### src/rtl/mdu_iter_if.sv
`default_nettype none
// +-----------------------------------------------------------------------+
// | mdu_iter_if : E-stage request / result bundle for the iterative MDU.  |
// | Revision    : 1.0                                                     |
// +-----------------------------------------------------------------------+
interface mdu_iter_if #(
    parameter int XLEN = 32
);
    logic            StartE;
    logic            FlushE;
    logic [2:0]      funct3E;
    logic [XLEN-1:0] SrcAE;
    logic [XLEN-1:0] SrcBE;
    logic [4:0]      RdE;
    logic            MDUStall;
    logic            MDUBusy;
    logic            MDUDone;
    logic [XLEN-1:0] MDUResult;
    logic [4:0]      MDURd;

    modport master (
        output StartE, FlushE, funct3E, SrcAE, SrcBE, RdE,
        input  MDUStall, MDUBusy, MDUDone, MDUResult, MDURd
    );

    modport slave (
        input  StartE, FlushE, funct3E, SrcAE, SrcBE, RdE,
        output MDUStall, MDUBusy, MDUDone, MDUResult, MDURd
    );
endinterface
`default_nettype wire

### src/rtl/mdu_iter.sv
`default_nettype none
// +-----------------------------------------------------------------------+
// | mdu_iter : iterative RV32M multiply/divide, BPC bits per cycle.       |
// | Revision : 1.0                                                        |
// +-----------------------------------------------------------------------+
module mdu_iter #(
    parameter int XLEN = 32,
    parameter int BPC  = 1
) (
    input  wire logic   clk,
    input  wire logic   rst,
    mdu_iter_if.slave   bus
);
    localparam int c_N  = XLEN / BPC;
    localparam int c_CW = $clog2(c_N) + 1;

    generate
        if ((XLEN % 2) != 0 || (BPC != 1 && BPC != 2 && BPC != 4) || (XLEN % BPC) != 0) begin : g_bad_param
            $error("mdu_iter: illegal XLEN/BPC combination");
        end
    endgenerate

    typedef enum logic [1:0] {S_IDLE = 2'd0, S_CALC = 2'd1, S_DONE = 2'd2} state_t;

    state_t              r_state, w_next_state;
    logic                w_accept, w_stall, w_busy, w_done;
    logic [2:0]          r_f3;
    logic                r_neg;
    logic [XLEN-1:0]     r_b;
    logic [2*XLEN-1:0]   r_acc;
    logic [c_CW-1:0]     r_cnt;
    logic [XLEN-1:0]     r_result;
    logic [4:0]          r_rd;

    // Operand conditioning at accept time
    logic            w_a_signed, w_b_signed, w_sign_a, w_sign_b, w_special;
    logic [XLEN-1:0] w_abs_a, w_abs_b, w_special_result;
    logic            w_div_zero, w_div_ovf;

    assign w_a_signed = (bus.funct3E == 3'b001) | (bus.funct3E == 3'b010) |
                        (bus.funct3E == 3'b100) | (bus.funct3E == 3'b110);
    assign w_b_signed = (bus.funct3E == 3'b001) | (bus.funct3E == 3'b100) |
                        (bus.funct3E == 3'b110);
    assign w_sign_a   = w_a_signed & bus.SrcAE[XLEN-1];
    assign w_sign_b   = w_b_signed & bus.SrcBE[XLEN-1];
    assign w_abs_a    = w_sign_a ? -bus.SrcAE : bus.SrcAE;
    assign w_abs_b    = w_sign_b ? -bus.SrcBE : bus.SrcBE;
    assign w_div_zero = (bus.SrcBE == '0);
    assign w_div_ovf  = ~bus.funct3E[0] & (bus.SrcAE == {1'b1, {(XLEN-1){1'b0}}}) &
                        (bus.SrcBE == '1);
    assign w_special  = bus.funct3E[2] & (w_div_zero | w_div_ovf);
    assign w_special_result = w_div_zero ? (bus.funct3E[1] ? bus.SrcAE : '1)
                                         : (bus.funct3E[1] ? '0 : bus.SrcAE);

    // BPC shift-add or restoring-subtract steps on {hi, lo}
    logic [XLEN-1:0] w_hi, w_lo;
    logic [XLEN:0]   w_sum, w_r2, w_diff;

    always_comb begin
        w_hi   = r_acc[2*XLEN-1:XLEN];
        w_lo   = r_acc[XLEN-1:0];
        w_sum  = '0;
        w_r2   = '0;
        w_diff = '0;
        for (int i = 0; i < BPC; i++) begin
            if (r_f3[2]) begin
                w_r2   = {w_hi, w_lo[XLEN-1]};
                w_diff = w_r2 - {1'b0, r_b};
                w_lo   = {w_lo[XLEN-2:0], ~w_diff[XLEN]};
                w_hi   = w_diff[XLEN] ? w_r2[XLEN-1:0] : w_diff[XLEN-1:0];
            end else begin
                w_sum  = {1'b0, w_hi} + (w_lo[0] ? {1'b0, r_b} : {(XLEN+1){1'b0}});
                w_lo   = {w_sum[0], w_lo[XLEN-1:1]};
                w_hi   = w_sum[XLEN:1];
            end
        end
    end

    logic [2*XLEN-1:0] w_prod;
    logic [XLEN-1:0]   w_quo, w_rem, w_final;
    logic              w_last;

    assign w_prod  = r_neg ? -{w_hi, w_lo} : {w_hi, w_lo};
    assign w_quo   = r_neg ? -w_lo : w_lo;
    assign w_rem   = r_neg ? -w_hi : w_hi;
    assign w_final = r_f3[2] ? (r_f3[1] ? w_rem : w_quo)
                             : ((r_f3[1:0] == 2'b00) ? w_prod[XLEN-1:0] : w_prod[2*XLEN-1:XLEN]);
    assign w_last  = (r_cnt == c_CW'(c_N - 1));

    always_ff @(posedge clk or negedge rst) begin
        if (!rst) r_state <= S_IDLE;
        else      r_state <= w_next_state;
    end

    always_comb begin
        w_next_state = r_state;
        w_accept     = 1'b0;
        w_stall      = 1'b0;
        w_busy       = 1'b0;
        w_done       = 1'b0;
        case (r_state)
            S_IDLE: begin
                if (bus.StartE && !bus.FlushE) begin
                    w_accept     = 1'b1;
                    w_stall      = 1'b1;
                    w_next_state = w_special ? S_DONE : S_CALC;
                end
            end
            S_CALC: begin
                w_stall = 1'b1;
                w_busy  = 1'b1;
                if (bus.FlushE)  w_next_state = S_IDLE;
                else if (w_last) w_next_state = S_DONE;
            end
            S_DONE: begin
                w_busy       = 1'b1;
                w_done       = 1'b1;
                w_next_state = S_IDLE;
            end
            default: w_next_state = S_IDLE;
        endcase
    end

    always_ff @(posedge clk or negedge rst) begin
        if (!rst) begin
            r_f3     <= '0;
            r_neg    <= 1'b0;
            r_b      <= '0;
            r_acc    <= '0;
            r_cnt    <= '0;
            r_result <= '0;
            r_rd     <= '0;
        end else if (w_accept) begin
            r_f3  <= bus.funct3E;
            // REM takes the dividend's sign; everything else the product of signs
            r_neg <= (bus.funct3E[2:1] == 2'b11) ? w_sign_a : (w_sign_a ^ w_sign_b);
            r_b   <= w_abs_b;
            r_acc <= {{XLEN{1'b0}}, w_abs_a};
            r_cnt <= '0;
            r_rd  <= bus.RdE;
            if (w_special) r_result <= w_special_result;
        end else if (r_state == S_CALC) begin
            if (bus.FlushE) begin
                r_rd <= '0;
            end else begin
                r_acc <= {w_hi, w_lo};
                r_cnt <= r_cnt + 1'b1;
                if (w_last) r_result <= w_final;
            end
        end
    end

    assign bus.MDUStall  = w_stall;
    assign bus.MDUBusy   = w_busy;
    assign bus.MDUDone   = w_done;
    assign bus.MDUResult = r_result;
    assign bus.MDURd     = r_rd;
endmodule
`default_nettype wire

### src/flat_wrapper.sv
// flat-port wrapper written by rule: the top's interface ports become plain ports
module mdu_iter_flat 
#(
    parameter int XLEN = 32,
    parameter int BPC  = 1
)
  (clk, rst, bus_StartE, bus_FlushE, bus_funct3E, bus_SrcAE, bus_SrcBE, bus_RdE, bus_MDUStall, bus_MDUBusy, bus_MDUDone, bus_MDUResult, bus_MDURd);
  mdu_iter_if #(.XLEN(XLEN)) bus_i ();
  input  wire logic clk;
  input  wire logic rst;
  input wire logic [$bits(bus_i.StartE)-1:0] bus_StartE;
  input wire logic [$bits(bus_i.FlushE)-1:0] bus_FlushE;
  input wire logic [$bits(bus_i.funct3E)-1:0] bus_funct3E;
  input wire logic [$bits(bus_i.SrcAE)-1:0] bus_SrcAE;
  input wire logic [$bits(bus_i.SrcBE)-1:0] bus_SrcBE;
  input wire logic [$bits(bus_i.RdE)-1:0] bus_RdE;
  output wire logic [$bits(bus_i.MDUStall)-1:0] bus_MDUStall;
  output wire logic [$bits(bus_i.MDUBusy)-1:0] bus_MDUBusy;
  output wire logic [$bits(bus_i.MDUDone)-1:0] bus_MDUDone;
  output wire logic [$bits(bus_i.MDUResult)-1:0] bus_MDUResult;
  output wire logic [$bits(bus_i.MDURd)-1:0] bus_MDURd;
  assign bus_i.StartE = bus_StartE;
  assign bus_i.FlushE = bus_FlushE;
  assign bus_i.funct3E = bus_funct3E;
  assign bus_i.SrcAE = bus_SrcAE;
  assign bus_i.SrcBE = bus_SrcBE;
  assign bus_i.RdE = bus_RdE;
  assign bus_MDUStall = bus_i.MDUStall;
  assign bus_MDUBusy = bus_i.MDUBusy;
  assign bus_MDUDone = bus_i.MDUDone;
  assign bus_MDUResult = bus_i.MDUResult;
  assign bus_MDURd = bus_i.MDURd;
  mdu_iter #(.XLEN(XLEN), .BPC(BPC)) u_core (.clk(clk), .rst(rst), .bus(bus_i));
endmodule
### config.mk
export PLATFORM = sky130hd
export DESIGN_NAME = mdu_iter_flat
export DESIGN_NICKNAME = d
export VERILOG_FILES = /design/src/rtl/mdu_iter_if.sv /design/src/rtl/mdu_iter.sv /design/src/flat_wrapper.sv
export SDC_FILE = /design/constraint.sdc
export NUM_CORES = 1
export LEC_CHECK = 0
export ABC_CLOCK_PERIOD_IN_PS = 19100
export CAP_MARGIN = 20
export CORE_ASPECT_RATIO = 1.4
export CORE_MARGIN = 2
export CORE_UTILIZATION = 35
export CTS_BUF_LIST = sky130_fd_sc_hd__clkbuf_16
export DETAILED_ROUTE_END_ITERATION = 12
export GPL_TIMING_DRIVEN = 0
export SLEW_MARGIN = 15
export SYNTH_ARGS = -nofsm -noshare
export SYNTH_HDL_FRONTEND = slang
export SYNTH_SLANG_ARGS = --single-unit
### constraint.sdc
create_clock -name clk -period 19.1 [get_ports clk]
set_clock_uncertainty 0.2 [all_clocks]
set_input_delay 2.865 -clock clk [delete_from_list [all_inputs] [get_ports clk]]
set_output_delay 2.865 -clock clk [all_outputs]
set_load 0.03 [all_outputs]
==> results.cfg <==
[logic_synthesis]
ys_top_cells_by_area = sky130_fd_sc_hd__dfrtp_1 (23%), sky130_fd_sc_hd__o21ai_0 (6.8%), sky130_fd_sc_hd__nand2_1 (6.4%)
synth_compound_area_share_pct = 29.8
syn_area_per_cell_um2 = 7.29
ys.flop_type = sky130_fd_sc_hd__dfrtp_1
cell_taking_the_most_area_after_synthesis = sky130_fd_sc_hd__dfrtp_1
post_synth_mux_area_share_pct = 3.13
synthDistinctLibCells = 95
synth_xor_xnor_area_share_pct = 9.93
post_synth_fa_ha_maj_area_fraction_pct = 6.10
synth_edf_count = 0
ff_latch_count_synth = 145
largest_family_of_logic_cells_by_synthesized_area = compound AO/OA/AOI/OAI gates
yosysSeqAreaShare_pct = 22.7
mappedNetlistArea_um2 = 16000
synth_simple_gate_area_share_pct = 23.1
yosys_warnings = 0
synthesis.nets = 2341
synth_cells = 2190
synth-async-reset-ratio_pct = 100
post-synth-top-area-fraction_pct = 22.7

[power_and_ir_drop]
pwr_density_cell_nw_per_um2 = 228
net-switching-power_uw = 2580
power.ir.vdd_worst_uv = 100
power_frac_seq_pct = 14.3
power.leakage_uw = 0.00728
pwr-share-comb_pct = 77.1
power.clock.fraction_pct = 8.6
p_int_uw = 1660
power.share.switching_pct = 60.8

[drt]
route.antenna.remaining_nets = 0
finalWirelength_um = 78700
num_vias = 18100
remaining_drc_errors = 0
route.detailed.wl_per_inst_um = 26.7
dr.pass1.iters = 6
vias_per_cell = 6.13
first_iter_violations = 1563

[setup_path]
critical_path.reg2reg.endpoint = u_core.bus.MDUResult[30]
timing.critical_path.from = bus_FlushE
r2r_start = u_core.r_acc[31]
timing.critical_path.to_type = output pin
crit_path_max_fanout = 10
worst_path_arrival_ps = 5930
critical_path_class = input port to output pin
cp_data_required_time_ps = 16030
timing.critical_path.from_type = input port
reg2reg_depth = 24
worstSetupEndpoint = bus_MDUStall
r2r_setup_slack_ps = 10340

[global_routing]
globalRouteOverflowTotal = 0
grt_pass1_wl_um = 115000
grt_max_degree = 90
grt_pass1_vias = 17800
antenna_found_initial = 0
global_route.usage.total_pct = 33.1

[final_layout]
fill_cells = 4761
layout-drive-gt1-share_pct = 4.87
areaGrowthSynthToFinish_pct = 16.2
finalNonFillerCells = 2953
postLayoutCoreUtil_pct = 41.2
number_of_nets_in_the_final_layout = 2479

[placement]
placed_cells_incl_taps = 2920
io_buffer_count = 114
hpwl_um = 64900
place.gp.congestion = 1.02

[timing]
tightest_slew_ps = 1270
max_freq_mhz = 111
finalSetupViolations = 0
number_of_max_slew_violations_in_the_final_report = 0
hold_viol_final = 0
setup_tns_ps = 0
max-slew-margin-rel_pct = 14.2
fin_crit_ps = 8990
setup_repair_after_global_routing_missed_its_margin = no
min_period_over_period_pct = 47.1

[cts]
ctsHoldBuffers = 0
cts_tree = yes
cts_setup_buffers = 0
clock_path_buffers = 2
clk-insertion-delay-late_ps = 460
post_cts.resized_instances = 0
cts_buffers = 17
cts.clk_slew.worst_paths_ps = 70
clock_sinks = 145
h-tree-depth = 4
clk_root_buffer_cell = sky130_fd_sc_hd__clkbuf_16

[run]
max-cap-violations = 0

[die]
fp.dieW_um = 185
rows = 92
i_o_pins = 116
initial_util_pct = 35.5
core_area_um2 = 45000
die_h_um = 257
dieArea_um2 = 47400

[hold_path]
holdCritPathClass = flip-flop to flip-flop

[outcome]
run_status = finished, final reports clean
## worst min path at each step
stage / start / end / depth (start not counted)
4_1_cts: u_core.bus.MDUResult[4] / u_core.bus.MDUResult[4] / 1
6_report: u_core.bus.MDUResult[4] / u_core.bus.MDUResult[4] / 1
3_5_place_dp: u_core.bus.MDURd[0] / u_core.bus.MDURd[0] / 2
2_1_floorplan: u_core.r_b[16] / u_core.r_b[16] / 2
5_1_grt: u_core.bus.MDUResult[20] / u_core.bus.MDUResult[20] / 1
3_3_place_gp: u_core.bus.MDUResult[4] / u_core.bus.MDUResult[4] / 1
## registers in the layout, summed over array words and instances (netlist names)
register	cells
u_core.r_f3	3
u_core.r_acc	64
u_core.bus.MDURd	5
u_core.r_neg	1
u_core.r_b	32
u_core.r_cnt	6
u_core.bus.MDUResult	32
u_core.r_state	2
## critical path, stage by stage
cell and delay, ps:
sky130_fd_sc_hd__clkdlybuf4s50_1 530, sky130_fd_sc_hd__nor2b_1 120, sky130_fd_sc_hd__nand2_1 450, sky130_fd_sc_hd__clkbuf_1 520
sky130_fd_sc_hd__clkbuf_1 680, sky130_fd_sc_hd__nand2b_1 110, sky130_fd_sc_hd__clkdlybuf4s50_1 640
## cell usage after synthesis, drive strengths merged, types with 43 or more instances
master and number:
clkbuf 85, xor2 86, ha 73, and2 45
inv 73, nor2 190, nor3 63, a21oi 201
dfrtp 145, xnor2 95, nand3 49, nand2 274
buf 50, o21ai 223, a31oi 43, o211ai 59
## power by group through the flow
stage	clock, uW	combinational, uW	sequential, uW
2_1_floorplan	0	2110	511
3_5_place_dp	0	3140	602
5_1_grt	381	3480	611
3_3_place_gp	0	3130	601
4_1_cts	368	3170	597
6_report	366	3270	605
## per-stage QoR
stage          worst slack (ps)  area (um2)  hold WS (ps)  power [uW]
2_1_floorplan             12070       16000           263        2620
3_3_place_gp               8880       17900           283        3730
3_5_place_dp              10220       17900           286        3740
4_1_cts                   10220       18600           305        4130
5_1_grt                   10090       18600           345        4470
6_report                  10110       18600           297        4240
## cell families after synthesis
logic type                 count (synthesis)
adders and majority gates                 77
and+or+nand+nor                          779
muxes                                     48
buffers and inverters                    208
AOI/OAI and AO/OA                        752
xor gates and xnor gates                 181
DFF                                      145
## final cells by class
class	count	area, um2	area share, %
repair buffers	119	1190	6.42
clock buffers	17	425	2.29
diodes	1	2.50	0.0135
multi-input cells	1837	11500	62.1
well taps	611	764	4.12
plain buffers	135	562	3.03
inverters	73	274	1.48
flip-flops and latches	145	3630	19.5
clock inverters	15	190	1.02
## layer usage
layer / GRT usage, % / vias up / part of all wire (%)
met5: 0 / - / 0
met4: 29.7 / 0 / 11
met3: 4.05 / 299 / 5.4
met2: 57.3 / 869 / 49
met1: 34.8 / 8640 / 35
li1: - / 8282 / -
## placed cells by master (no fill, tap or decap), drive strengths merged, types with 8 or more instances in the layout
| master | synthesis | layout |
|---|---|---|
| nand2 | 274 | 274 |
| o21ai | 223 | 223 |
| a21oi | 201 | 201 |
| nor2 | 190 | 190 |
| dfrtp | 145 | 145 |
| clkdlybuf4s50 | 0 | 113 |
| clkbuf | 85 | 102 |
| xnor2 | 95 | 95 |
| xor2 | 86 | 86 |
| inv | 73 | 81 |
| ha | 73 | 73 |
| nor3 | 63 | 63 |
| o211ai | 59 | 59 |
| buf | 50 | 56 |
| nand3 | 49 | 49 |
| and2 | 45 | 45 |
| a31oi | 43 | 43 |
| mux2i | 42 | 42 |
| o31ai | 35 | 35 |
| or3 | 35 | 35 |
| a211oi | 33 | 33 |
| nand4 | 25 | 25 |
| nand2b | 23 | 23 |
| a21o | 22 | 22 |
| nor4 | 20 | 20 |
| and3 | 14 | 14 |
| o41ai | 13 | 13 |
| o21bai | 12 | 12 |
| a221oi | 10 | 10 |
| o22ai | 10 | 10 |
| o22a | 10 | 10 |
| o21a | 10 | 10 |
| nor2b | 9 | 9 |
| o221ai | 8 | 8 |
| a2111oi | 8 | 8 |
No activity file was read; power rests on OpenSTA's default activity.
